<file path="src/rtl/frac_pkg.sv">
// Shared types for the fraction reducer: controller state encoding and datapath width.
package frac_pkg;

   localparam int FRAC_W = 8;

   typedef enum logic [2:0] {
      IDLE,
      ZERO,
      CALL,
      WAIT,
      DIV
   } frac_state_t;

endpackage

</file>
<file path="src/rtl/nwd.sv">
// GCD unit by repeated subtraction. ready is high while idle; out holds the last result.
// Both operands must be non-zero, otherwise the subtraction loop never converges.
module nwd (
   input  logic       clk,
   input  logic       nrst,
   input  logic       start,
   input  logic [7:0] ina,
   input  logic [7:0] inb,
   output logic       ready,
   output logic [7:0] out
);

   logic       r_busy;
   logic [7:0] r_a;
   logic [7:0] r_b;
   logic [7:0] r_out;

   always_ff @(posedge clk) begin
      if (!nrst) begin
         r_busy <= 1'b0;
         r_a    <= '0;
         r_b    <= '0;
         r_out  <= '0;
      end else if (!r_busy) begin
         if (start) begin
            r_a    <= ina;
            r_b    <= inb;
            r_busy <= 1'b1;
         end
      end else if (r_a == r_b) begin
         r_out  <= r_a;
         r_busy <= 1'b0;
      end else if (r_a > r_b) begin
         r_a <= r_a - r_b;
      end else begin
         r_b <= r_b - r_a;
      end
   end

   assign ready = ~r_busy;
   assign out   = r_out;

endmodule

</file>
<file path="src/rtl/fraction_reduce.sv">
// Reduces num/den to lowest terms: GCD from the nwd unit, then exact division of both
// operands by repeated subtraction. Zero operands are resolved without calling nwd.
module fraction_reduce
   import frac_pkg::*;
(
   input  logic       clk,
   input  logic       rst,
   input  logic       start,
   input  logic [7:0] num,
   input  logic [7:0] den,
   output logic       ready,
   output logic [7:0] out_num,
   output logic [7:0] out_den,
   output logic       err
);

   frac_state_t       r_state, w_state_next;
   logic [FRAC_W-1:0] r_num, w_num_next;
   logic [FRAC_W-1:0] r_den, w_den_next;
   logic [FRAC_W-1:0] r_g, w_g_next;
   logic [FRAC_W-1:0] r_rn, w_rn_next;
   logic [FRAC_W-1:0] r_rd, w_rd_next;
   logic [FRAC_W-1:0] r_qn, w_qn_next;
   logic [FRAC_W-1:0] r_qd, w_qd_next;
   logic [FRAC_W-1:0] r_out_num, w_out_num_next;
   logic [FRAC_W-1:0] r_out_den, w_out_den_next;
   logic              r_err, w_err_next;

   logic              w_nwd_nrst;
   logic              w_nwd_start;
   logic              w_nwd_ready;
   logic [FRAC_W-1:0] w_nwd_out;
   logic              w_rn_ge;
   logic              w_rd_ge;

   assign w_nwd_nrst  = ~rst;
   assign w_nwd_start = (r_state == CALL);
   assign w_rn_ge     = (r_rn >= r_g);
   assign w_rd_ge     = (r_rd >= r_g);

   // Operands come straight from the latched registers so they stay stable for the whole call.
   nwd u_nwd (
      .clk   (clk),
      .nrst  (w_nwd_nrst),
      .start (w_nwd_start),
      .ina   (r_num),
      .inb   (r_den),
      .ready (w_nwd_ready),
      .out   (w_nwd_out)
   );

   always_comb begin
      w_state_next   = r_state;
      w_num_next     = r_num;
      w_den_next     = r_den;
      w_g_next       = r_g;
      w_rn_next      = r_rn;
      w_rd_next      = r_rd;
      w_qn_next      = r_qn;
      w_qd_next      = r_qd;
      w_out_num_next = r_out_num;
      w_out_den_next = r_out_den;
      w_err_next     = r_err;
      case (r_state)
         IDLE: begin
            if (start) begin
               w_num_next   = num;
               w_den_next   = den;
               w_state_next = (num == '0 || den == '0) ? ZERO : CALL;
            end
         end
         ZERO: begin
            w_out_num_next = '0;
            w_out_den_next = (r_den == '0) ? FRAC_W'(0) : FRAC_W'(1);
            w_err_next     = (r_den == '0);
            w_state_next   = IDLE;
         end
         CALL: begin
            w_state_next = WAIT;
         end
         WAIT: begin
            if (w_nwd_ready) begin
               w_g_next     = w_nwd_out;
               w_rn_next    = r_num;
               w_rd_next    = r_den;
               w_qn_next    = '0;
               w_qd_next    = '0;
               w_state_next = DIV;
            end
         end
         DIV: begin
            // g divides both operands, so both remainders reach zero; done when neither can shrink.
            if (!w_rn_ge && !w_rd_ge) begin
               w_out_num_next = r_qn;
               w_out_den_next = r_qd;
               w_err_next     = 1'b0;
               w_state_next   = IDLE;
            end else begin
               if (w_rn_ge) begin
                  w_rn_next = r_rn - r_g;
                  w_qn_next = r_qn + FRAC_W'(1);
               end
               if (w_rd_ge) begin
                  w_rd_next = r_rd - r_g;
                  w_qd_next = r_qd + FRAC_W'(1);
               end
            end
         end
         default: begin
            w_state_next = IDLE;
         end
      endcase
   end

   always_ff @(posedge clk) begin
      if (rst) begin
         r_state   <= IDLE;
         r_num     <= '0;
         r_den     <= '0;
         r_g       <= '0;
         r_rn      <= '0;
         r_rd      <= '0;
         r_qn      <= '0;
         r_qd      <= '0;
         r_out_num <= '0;
         r_out_den <= '0;
         r_err     <= 1'b0;
      end else begin
         r_state   <= w_state_next;
         r_num     <= w_num_next;
         r_den     <= w_den_next;
         r_g       <= w_g_next;
         r_rn      <= w_rn_next;
         r_rd      <= w_rd_next;
         r_qn      <= w_qn_next;
         r_qd      <= w_qd_next;
         r_out_num <= w_out_num_next;
         r_out_den <= w_out_den_next;
         r_err     <= w_err_next;
      end
   end

   assign ready   = (r_state == IDLE);
   assign out_num = r_out_num;
   assign out_den = r_out_den;
   assign err     = r_err;

endmodule

</file>
<file path="config.mk">
export PLATFORM = sky130hd
export DESIGN_NAME = fraction_reduce
export DESIGN_NICKNAME = d
export VERILOG_FILES = /design/src/rtl/frac_pkg.sv /design/src/rtl/nwd.sv /design/src/rtl/fraction_reduce.sv
export SDC_FILE = /design/constraint.sdc
export NUM_CORES = 1
export LEC_CHECK = 0
export BUFFER_PORTS_ARGS = -buffer_cell sky130_fd_sc_hd__buf_2
export CAP_MARGIN = 0
export CORE_ASPECT_RATIO = 2
export CORE_MARGIN = 2
export CORE_UTILIZATION = 55
export CTS_CLUSTER_DIAMETER = 120
export DETAILED_ROUTE_END_ITERATION = 10
export GPL_TIMING_DRIVEN = 0
export PLACE_DENSITY_LB_ADDON = 0.05
export RECOVER_POWER = 100
export SLEW_MARGIN = 10
export SYNTH_ARGS = -nofsm -noshare
export SYNTH_HDL_FRONTEND = slang
export SYNTH_HIERARCHICAL = 1
export SYNTH_SLANG_ARGS = --single-unit
</file>
<file path="constraint.sdc">
create_clock -name clk -period 4.7 [get_ports clk]
set_input_delay 0.705 -clock clk [delete_from_list [all_inputs] [get_ports clk]]
set_output_delay 0.705 -clock clk [all_outputs]
set_load 0.01 [all_outputs]
</file>
[After elaboration in Yosys (flattened, before gate mapping)]
Cells that the tools add are included.
Word-level totals
  bits in latches: 0
  memories: 0
  output and inout bits: 18
  bits in registers: 101
  RAM bits: 0
  memory bits (read-only): 0
Operators by class
  mux-type cells: 38
  reductions and logical operators: 20
  divide/modulo/power cells: 0
  equality and inequality tests: 14
  magnitude comparators: 3
  shifts and indexed selects: 0
  $add $sub $neg: 6
  bitwise gates (word level): 1
  multiply operators: 0
Operators with widths (count)
  8-bit 2-to-1 mux: 21
  8-bit case mux with 2 select lines: 6
  8-bit subtractor: 4
  8-bit logical NOT: 3
  2-bit inequality test (second input constant): 9
  8-bit by 1-bit adder with 8-bit output (second input constant): 2
  8-bit >= comparator: 2
  3-bit case mux with 4 select lines: 1
  3-bit 2-to-1 mux: 3
  3-bit AND reduction: 3
  8-bit equality test: 1
  8-bit greater-than comparator: 1
  2-bit AND reduction: 4
  4-bit AND reduction: 2
  3-bit by 2-bit equality test with 1-bit output (second input constant): 2
  2-bit nonzero test: 3
  1-bit 2-to-1 mux: 5
  3-bit by 1-bit equality test with 1-bit output (second input constant): 1
  3-bit equality test (second input constant): 1
  3-bit logical NOT: 1
  1-bit logical NOT: 2
  2-bit 2-to-1 mux: 1
  1-bit case mux with 2 select lines: 1
  1-bit logical AND: 1
  other kinds (2): 2

[Depth between registers and ports, before layout]
  depth after elaboration: 5
  depth in mapped cells: 11

[Cells and area by module]
The synthesis kept the hierarchy.
By module, submodules not included
  fraction_reduce: instances 1, area each 4354.2 µm², cells an instance 545
  nwd: instances 1, area each 1890.6 µm², cells an instance 225

[Worst setup path before layout]
OpenSTA, ideal clock, no wires.
  path kind: register to register
  start point: reg r_rn[0]
  end point: reg r_out_den[2], in the netlist out_den[2]
  data arrival time: 2.204 ns
  period minus slack after synthesis: 2.321 ns
  stages on the path, launching flop included: 12
  path buffers: 2
  setup slack: 2.379 ns
  path through: dfxtp_1 -> inv_1 -> ha_1 -> fa_1 -> nand2b_1 -> a21oi_2 -> o2111ai_4 -> and4b_1 -> buf_4 -> buf_6 -> a31oi_1 -> nand2_1
Between the ends
  longest elaborated chain between the ends: 5
RTL lines
  from (decl): line fraction_reduce.sv:21  | logic [FRAC_W-1:0] r_rn, w_rn_next;
  from (signal assigned): line fraction_reduce.sv:133  | r_rn <= w_rn_next;
  8-bit >= comparator: line fraction_reduce.sv:38  | assign w_rn_ge = (r_rn >= r_g);
  1-bit logical NOT: line fraction_reduce.sv:93  | if (!w_rn_ge && !w_rd_ge) begin
  1-bit logical AND: line fraction_reduce.sv:93
  2-bit inequality test (no line)
  2-bit AND reduction (no line)
  to (signal assigned): line fraction_reduce.sv:138  | r_out_den <= w_out_den_next;
  to (decl): line fraction_reduce.sv:26  | logic [FRAC_W-1:0] r_out_den, w_out_den_next;
No other way between the ends.
A chain may end at the register's enable or synchronous reset.

[Worst setup path after layout]
  start point: reg u_nwd.r_busy
  end point: reg r_rd[1]
Between the ends
  longest elaborated chain between the ends: 2
RTL lines
  from (decl): line nwd.sv:13  | logic r_busy;
  from (signal assigned): line nwd.sv:20  | r_busy <= 1'b0;
  from (signal assigned): line nwd.sv:28  | r_busy <= 1'b1;
  from (signal assigned): line nwd.sv:32  | r_busy <= 1'b0;
  2-bit inequality test (no line)
  4-bit AND reduction (no line)
  to (signal assigned): line fraction_reduce.sv:134  | r_rd <= w_rd_next;
  to (decl): line fraction_reduce.sv:22  | logic [FRAC_W-1:0] r_rd, w_rd_next;
No other way between the ends.

==> impl_metrics.json <==
{
  "wl_mm": 19.7,
  "p_leak_nw": 2.67,
  "fin_crit_sh_pct": 78.1,
  "combPwrFrac_pct": 43.6,
  "cts_buffers": 9,
  "hold_class": "reg2reg",
  "p_int_mw": 1.93,
  "async_flop_share_pct": 0,
  "cts_tree": "yes",
  "ff2ff_setup_slack_ns": 1.03,
  "grt_pass1_wl_mm": 31.0,
  "cts-root-buf": "clkbuf_16",
  "arrival_ns": 3.89,
  "ant_nets": 0,
  "die-area_mm2": 0.0123,
  "num_antenna_cells": 0,
  "dominantRegCellSynth": "dfxtp_1",
  "hold_viol_final": 0,
  "ys_seq_area_share_pct": 32.4,
  "vias": 5914,
  "fin_skew_ns": 0.00791,
  "max_freq_mhz": 272,
  "place_area_mm2": 0.00660,
  "overflow": 0,
  "drive_above_1_share_pct": 7.32,
  "grt_pass1_vias": 5945,
  "cts.clk_slew.worst_paths_ns": 0.07,
  "rows": 55,
  "syn_inst": 770,
  "status": "completed",
  "gp_congestion": 0.993,
  "pwr-share-seq_pct": 31.6,
  "pwr-share-clk_pct": 24.8,
  "syn_nets": 826,
  "syn_area_mm2": 0.00624,
  "worst_pin_slew_ns": 1.22,
  "worstPathRequired_ns": 4.92,
  "synth_edf_count": 0,
  "worstSetupStartpointType": "flip-flop",
  "ys_ff_latch": 101,
  "postCtsSetupBuffers": 0,
  "drc": 0,
  "syn_avg_cell_area_um2": 8.11,
  "switching_share_pct": 40.9,
  "place_ws_ns": 1.74,
  "maxCapViolCount": 0,
  "viasPerCell": 6.15,
  "power_density_mw_per_mm2": 484,
  "ys_warn_count": 6,
  "slew_headroom_pct": 18.5,
  "period_needed_ns": 3.67,
  "dr.pass1.iters": 4,
  "synth_most_common_cell": "nand2_1",
  "grt_max_degree": 17,
  "cts_resized": 0,
  "path_class": "reg2reg",
  "syn_to_final_growth_pct": 8.27,
  "die_height_um": 155,
  "max-vdd-ir-drop_mv": 0.478,
  "critPathMaxFanout": 14,
  "timing.final.setup_violations": 0,
  "ys_types": 77,
  "fin_nets": 872,
  "cp-end-kind": "flip-flop",
  "final_max_slew_viol_count": 0,
  "fin_ws_ns": 1.03,
  "synth_top_area_share_pct": 32.4,
  "cts_sinks": 101,
  "io_pins": 37,
  "track_usage_pct": 33.2,
  "postCtsHoldBufs": 0,
  "setup-tns-final_ns": 0,
  "post_drt_wl_per_cell_um": 20.4,
  "final_area_mm2": 0.00676,
  "core_mm2": 0.0112,
  "drt_iter0_drc": 247,
  "clk_latency_ns": 0.35,
  "p_sw_mw": 1.34,
  "ctsLongestPathBuffers": 2,
  "hpwl_mm": 15.6,
  "synth_area_leaders": "dfxtp_1 32%, ha_1 6.6%, nand2_1 6.4%, a21oi_1 3.8%, nor2_1 3.1%",
  "p_total_mw": 3.27,
  "yosysTopAreaCell": "dfxtp_1",
  "die_w_um": 79.3,
  "htree_levels": 3,
  "grt_antenna_before_repair": 0,
  "io_buffers": 35,
  "netlist_top_cells_count": "107 x nand2_1, 101 x dfxtp_1, 51 x nor2_1",
  "rsz0062_at_grt": "false",
  "initial_core_util_pct": 55.7
}
-- final cells by class --
cell class | count | area, um^2
multi-input combinational | 574 | 3730
buffer | 48 | 188
inverter | 47 | 176
tap | 142 | 178
timing repair buffer | 35 | 153
fill | 1091 | 4460
sequential | 101 | 2020
clock inverter | 6 | 87.6
clock buffer | 9 | 225
-- path summary, 6_finish.rpt --
path | startpoint | end | cells after the start
worst max-delay path | u_nwd/r_busy | r_rd[1] | 11
worst min register to register | r_g[4] | r_g[4] | 2
worst max register to register | u_nwd/r_busy | r_rd[1] | 11
worst min-delay path | r_g[4] | r_g[4] | 2
-- layout by cell type (no fill, tap or decap), types with 23 or more instances in the layout --
cell and instances:
nand2_1 107, dfxtp_1 101, clkbuf_1 60, nor2_1 51
a21oi_1 49, inv_1 46, o21ai_0 37, ha_1 33
a31oi_1 27, buf_2 23
-- per-stage QoR --
step,instances,hold slack (ns),utilization (%)
2_1_floorplan,770,0.432,-
3_3_place_gp,947,0.440,58.8
3_5_place_dp,947,0.449,58.8
4_1_cts,962,0.458,61.6
5_1_grt,962,0.473,60.3
6_report,962,0.459,60.3
-- registers in the layout, indices dropped and copies added (netlist names) --
signal / cells
r_num: 8
out_den: 8
out_num: 8
u_nwd/r_a: 8
r_state: 3
u_nwd/r_b: 8
r_rn: 8
err: 1
u_nwd/out: 8
r_qn: 8
r_den: 8
u_nwd/r_busy: 1
r_rd: 8
r_g: 8
r_qd: 8
-- worst max-delay path, stage by stage, from the launching register on --
cell,delay [ns]
dfxtp_1,0.30
clkbuf_1,0.17
inv_1,0.15
clkbuf_1,0.44
clkbuf_1,0.65
and3_1,0.29
clkbuf_1,0.47
nor2_2,0.08
a21oi_1,0.20
clkbuf_1,0.46
mux2i_1,0.27
nor2_1,0.05
-- power groups by stage --
stage / combinational, mW / clock (mW) / sequential (mW)
after floorplan: 1.09 / 0 / 1.02
after global placement: 1.43 / 0 / 1.05
after detailed placement: 1.46 / 0 / 1.05
after CTS: 1.47 / 0.812 / 1.03
after global routing: 1.56 / 0.846 / 1.04
final: 1.43 / 0.811 / 1.03
-- routing by layer --
layer	track usage (%)	vias up	share of wire (%)
met1	30.1	2796	32
met2	63.9	187	55
met5	0	-	0
met3	4.32	84	3.3
met4	24.6	0	9.6
li1	-	2847	-
-- cells by family (layout without fill, tap and decap cells) --
kind of cell	after synthesis	in the layout	synth area share, %
flip-flops	101	101	32.4
AO/OA/AOI/OAI	219	219	25.1
buffers and inverters	95	145	6.83
AND/OR/NAND/NOR	287	287	22.9
multiplexers	22	22	3.59
XOR/XNOR	9	9	1.26
adder cells (fa/ha/maj)	37	37	7.89
Note: power is estimated with default switching activity, not from simulation.
